==> src/rtl/ov7670_capture.sv <==
// OV7670 RGB565 capture front end: pairs camera bytes into pixels, optionally
// decimates 2x in both axes, and streams them into the frame-buffer write port.
module ov7670_capture #(
  parameter int IMG_W    = 320,
  parameter int IMG_H    = 240,
  parameter int DECIMATE = 1,
  parameter int ADDR_W   = 17
) (
  input  logic              clk,
  input  logic              reset,
  input  logic              capture_en,
  input  logic              cam_vsync,
  input  logic              cam_href,
  input  logic [7:0]        cam_data,
  output logic              wr_en,
  output logic [ADDR_W-1:0] wr_addr,
  output logic [15:0]       wr_data,
  output logic              frame_done,
  output logic [7:0]        frame_count,
  output logic              overrun
);

  localparam int TOTAL = IMG_W * IMG_H;
  localparam int SRC_W = (DECIMATE != 0) ? 2 * IMG_W : IMG_W;
  localparam int SRC_H = (DECIMATE != 0) ? 2 * IMG_H : IMG_H;
  localparam int XW    = $clog2(SRC_W + 1) + 1;
  localparam int YW    = $clog2(SRC_H + 1) + 1;
  // One spare address bit so the counter can sit exactly at TOTAL once full.
  localparam logic [ADDR_W:0] ADDR_END = (ADDR_W + 1)'(TOTAL);

  typedef enum logic [1:0] {
    IDLE   = 2'd0,
    SYNC   = 2'd1,
    ACTIVE = 2'd2
  } state_t;

  state_t          state, next_state;
  logic            frame_entry, frame_end;
  logic            phase;
  logic            href_d;
  logic [7:0]      hi;
  logic [XW-1:0]   x;
  logic [YW-1:0]   y;
  logic [ADDR_W:0] addr;
  logic            keep;

  assign keep = (DECIMATE == 0) || (!x[0] && !y[0]);

  always_ff @(posedge clk or posedge reset) begin
    if (reset) state <= IDLE;
    else       state <= next_state;
  end

  // A frame only starts after a full vsync high->low, so a capture enabled
  // mid-frame never writes a partial image.
  always_comb begin
    next_state  = state;
    frame_entry = 1'b0;
    frame_end   = 1'b0;
    case (state)
      IDLE: begin
        if (cam_vsync && capture_en) next_state = SYNC;
      end
      SYNC: begin
        if (!cam_vsync) begin
          next_state  = ACTIVE;
          frame_entry = 1'b1;
        end
      end
      ACTIVE: begin
        if (cam_vsync) begin
          frame_end  = 1'b1;
          next_state = capture_en ? SYNC : IDLE;
        end
      end
      default: next_state = IDLE;
    endcase
  end

  always_ff @(posedge clk or posedge reset) begin
    if (reset) begin
      wr_en       <= 1'b0;
      wr_addr     <= '0;
      wr_data     <= '0;
      frame_done  <= 1'b0;
      frame_count <= '0;
      overrun     <= 1'b0;
      phase       <= 1'b0;
      href_d      <= 1'b0;
      hi          <= '0;
      x           <= '0;
      y           <= '0;
      addr        <= '0;
    end else begin
      wr_en      <= 1'b0;
      frame_done <= 1'b0;
      if (frame_entry) begin
        addr    <= '0;
        x       <= '0;
        y       <= '0;
        phase   <= 1'b0;
        href_d  <= 1'b0;
        overrun <= 1'b0;
      end else if (frame_end) begin
        // vsync wins over a coincident href byte: that byte is dropped.
        frame_done  <= 1'b1;
        frame_count <= frame_count + 8'd1;
        phase       <= 1'b0;
        x           <= '0;
        href_d      <= 1'b0;
      end else if (state == ACTIVE) begin
        href_d <= cam_href;
        if (cam_href) begin
          phase <= ~phase;
          if (!phase) begin
            hi <= cam_data;
          end else begin
            x <= x + 1'b1;
            if (keep) begin
              if (addr == ADDR_END) begin
                overrun <= 1'b1;
              end else begin
                wr_en   <= 1'b1;
                wr_addr <= addr[ADDR_W-1:0];
                wr_data <= {hi, cam_data};
                addr    <= addr + 1'b1;
              end
            end
          end
        end else begin
          // Dropping phase here discards any dangling odd byte of the line.
          phase <= 1'b0;
          x     <= '0;
          if (href_d) y <= y + 1'b1;
        end
      end
    end
  end

endmodule

==> config.mk <==
export PLATFORM = sky130hd
export DESIGN_NAME = ov7670_capture
export DESIGN_NICKNAME = d
export VERILOG_FILES = /design/src/rtl/ov7670_capture.sv
export SDC_FILE = /design/constraint.sdc
export NUM_CORES = 1
export LEC_CHECK = 0
export CAP_MARGIN = 20
export CORE_MARGIN = 4
export CORE_UTILIZATION = 47
export CTS_BUF_LIST = sky130_fd_sc_hd__clkbuf_8 sky130_fd_sc_hd__clkbuf_16
export DETAILED_ROUTE_END_ITERATION = 12
export GPL_TIMING_DRIVEN = 0
export PLACE_DENSITY = 0.75
export SLEW_MARGIN = 40
export SYNTH_ARGS = -nofsm -noshare
export SYNTH_HDL_FRONTEND = slang
export SYNTH_SLANG_ARGS = --single-unit
==> constraint.sdc <==
create_clock -name clk -period 2.9 [get_ports clk]
set_clock_uncertainty 0.15 [all_clocks]
set_input_delay 0.725 -clock clk [delete_from_list [all_inputs] [get_ports clk]]
set_output_delay 0.725 -clock clk [all_outputs]
set_load 0.03 [all_outputs]
==> impl_metrics.yaml <==
timing:
  maxClockFrequency_mhz: 420
  grt_setup_unrepaired: "false"
  slew-limit-headroom: 0.658
  min_period_over_period: 0.820
  setup_viol: 0
  hold_viol: 0
  postLayoutSetupSlackWorst_ps: 521
  worst-slew-pin-transition_ps: 512
  setup-tns-final_ps: 0
  finalWorstPathRequiredPeriod_ps: 2380
  slew_violations: 0
synthesis:
  netlist_top_cells_area: "dfrtp_1 58%, mux2_2 13%, xnor2_1 3.5%"
  synth.cell_area_um2: 3290
  synth_cell_type_count: 42
  ys_seq_area_frac: 0.578
  ys_async_sr_fraction: 1.00
  synth.yosys.warnings: 0
  postSynth.topFlopCell: "dfrtp_1"
  netlist.area_leader.share: 0.578
  synth_edf_count: 0
  synth.net_count: 290
  synthesis.area_per_instance_um2: 12.0
  ys_seq_elements: 76
  synth.largest_area_cell: "dfrtp_1"
  post_synth_inst_count: 274
die:
  std_cell_rows: 30
  core-area_um2: 6790
  design.portCount: 57
  initial_core_util: 0.484
  dieArea_um2: 8400
  dieWidth_um: 91.7
  dieHeight_um: 91.7
power_and_ir_drop:
  design_power_total_mw: 2.30
  max-vdd-ir-drop_mv: 0.419
  leakagePower_nw: 1.88
  power.density_nw_per_um2: 554
routing:
  via_count: 2289
  first_pass_iters: 4
  detail_route.wirelength_um: 6630
  vias_per_cell: 5.18
  drt_iter0_markers: 144
  average_routed_wire_per_standard_cell_um: 15.0
  drc: 0
  ant_nets: 0
layout:
  layout_area_growth_over_synthesis_pct: 26.3
  seqCellArea_um2: 1900
  insertedDiodeCount: 0
  layout_filler_cell_count: 565
  fin_nets: 357
  post_route_cells_drive_above_1_share: 0.197
  multiInputGateArea_um2: 1270
clock_network:
  cts_tree: "built"
  post_cts_resize_count: 0
  numCtsBuffers: 9
  max-clock-path-buffers: 2
  insertion_delay_ps: 360
  clkSlewWorstSetupHoldPaths_ps: 80
  cts_setup_buffers: 0
  cts-hold-fix-buffers: 0
  h_tree_depth_reported_by_cts: 3
  cts.root.buffer_cell: "clkbuf_8"
  clkSinkCount: 76
grt:
  grt_overflow_total: 0
  grt_pass1_vias: 2432
  grt_first_pass_wirelength_um: 11300
  gr-usage-all-layers: 0.172
  antenna_found_initial: 0
  grt_max_degree: 44
worst_setup_path:
  arrival_ps: 2460
  type_of_destination_of_the_critical_path: "register"
  timing.critical_path.fanout_max: 10
  critical_path_class: "input pin to register"
  cp_data_required_time_ps: 2980
  crit_path_start_kind: "input pin"
status:
  status: "finished clean"
flow_run:
  maxCapViolations: 0
place:
  dp_hpwl_um: 4600
  place_ws_ps: 148
  gpl.final_weighted_congestion: 0.862
  port_buf_inserts: 55
hold_path:
  hp-class: "register to register"
==> cells in the mapped netlist, types with 2 or more instances <==
library cell	instances
or3_1	3
nor2_1	18
xnor2_1	13
xor2_1	5
nand3_1	17
o211ai_1	2
clkbuf_1	5
buf_6	3
nand2b_1	3
nand2_1	19
a21oi_1	4
inv_1	10
and3_1	4
dfrtp_1	76
mux2_2	37
buf_2	3
nand4_1	4
nor3_1	7
ha_1	3
o21ai_0	13
nor4_1	3
and4_1	2
==> worst max-delay path: stages <==
cell,delay (ps)
clkdlybuf4s50_1,590
and4bb_2,270
nand4_1,140
buf_2,220
nor3_1,290
xnor2_1,170
nor2_1,60
==> kinds of logic after synthesis <==
group                      after synthesis  share of synthesized area
and+or+nand+nor                         93                      0.157
DFF                                     76                      0.578
muxes                                   38                      0.130
AOI/OAI and AO/OA                       23                     0.0396
buffers and inverters                   23                     0.0358
xor gates and xnor gates                18                     0.0479
adders and majority gates                3                     0.0114
==> cell type report <==
cell class / count / share of cell area
flip-flops and latches: 76 / 0.458
multi-input cells: 175 / 0.306
clock buffers: 9 / 0.0298
plain buffers: 13 / 0.0193
repair buffers: 56 / 0.137
clock inverters: 7 / 0.0111
well taps: 96 / 0.0289
inverters: 10 / 0.0102
==> state kept, by name (all words and copies together), names as in the netlist <==
| signal | cells |
|---|---|
| wr_addr | 17 |
| wr_en | 1 |
| frame_count | 8 |
| wr_data | 16 |
| hi | 8 |
| phase | 1 |
| href_d | 1 |
| overrun | 1 |
| y | 1 |
| state | 2 |
| addr | 18 |
| frame_done | 1 |
| x | 1 |
==> stage by stage <==
step            util  instances  hold slack, ps  cell area, µm²
2_1_floorplan      -        274             311            3290
3_3_place_gp   0.583        425             310            3960
3_5_place_dp   0.587        426             315            3990
4_1_cts        0.612        442             331            4160
5_1_grt        0.612        442             356            4160
6_report       0.612        442             327            4160
==> routing by layer <==
layer / vias to the layer above / routed length, µm / GRT usage / part of all wire
met2: 72 / 3000 / 0.266 / 0.45
li1: 1083 / - / - / -
met1: 1118 / 2980 / 0.215 / 0.45
met5: - / 0 / 0 / 0
met3: 16 / 502 / 0.0648 / 0.076
met4: 0 / 148 / 0.0741 / 0.022
==> cell usage in the layout (no fill, tap or decap), drive strengths merged <==
cell	n
a21boi	1
a21o	1
a21oi	4
a31oi	1
and2	1
and3	4
and3b	1
and4	2
and4bb	1
buf	8
clkbuf	15
clkdlybuf4s50	55
clkinv	1
clkinvlp	4
dfrtp	76
ha	3
inv	12
mux2	37
mux2i	1
nand2	19
nand2b	3
nand3	17
nand4	4
nand4b	1
nand4bb	1
nor2	19
nor2b	1
nor3	8
nor3b	1
nor4	4
nor4b	1
o211ai	2
o21ai	14
or2	1
or3	3
or4	1
xnor2	13
xor2	5
==> final timing paths <==
kind                       slack [ps]                          to                       start  cells after the start
setup / recovery                  520        addr[11]$_DFFE_PP0P_                    cam_href                      7
min in group asynchronous         570  frame_count[5]$_DFFE_PP0P_                       reset                      2
hold / removal                    330  frame_count[7]$_DFFE_PP0P_  frame_count[7]$_DFFE_PP0P_                      1
hold reg to reg                   330  frame_count[7]$_DFFE_PP0P_  frame_count[7]$_DFFE_PP0P_                      1
max in group asynchronous        1500        state[1]$_DFFE_PP0P_                       reset                      3
setup reg to reg                  600     wr_addr[13]$_DFFE_PP0P_        addr[12]$_DFFE_PP0P_                      6
==> where the power goes <==
| group | internal, mW | switching [mW] | leakage [nW] |
|---|---|---|---|
| registers | 1.16 | 0.0718 | 1.04 |
| logic | 0.179 | 0.195 | 0.764 |
| clock network | 0.305 | 0.393 | 0.0801 |
| total | 1.64 | 0.660 | 1.88 |
Power figures use the tool's default switching activity.
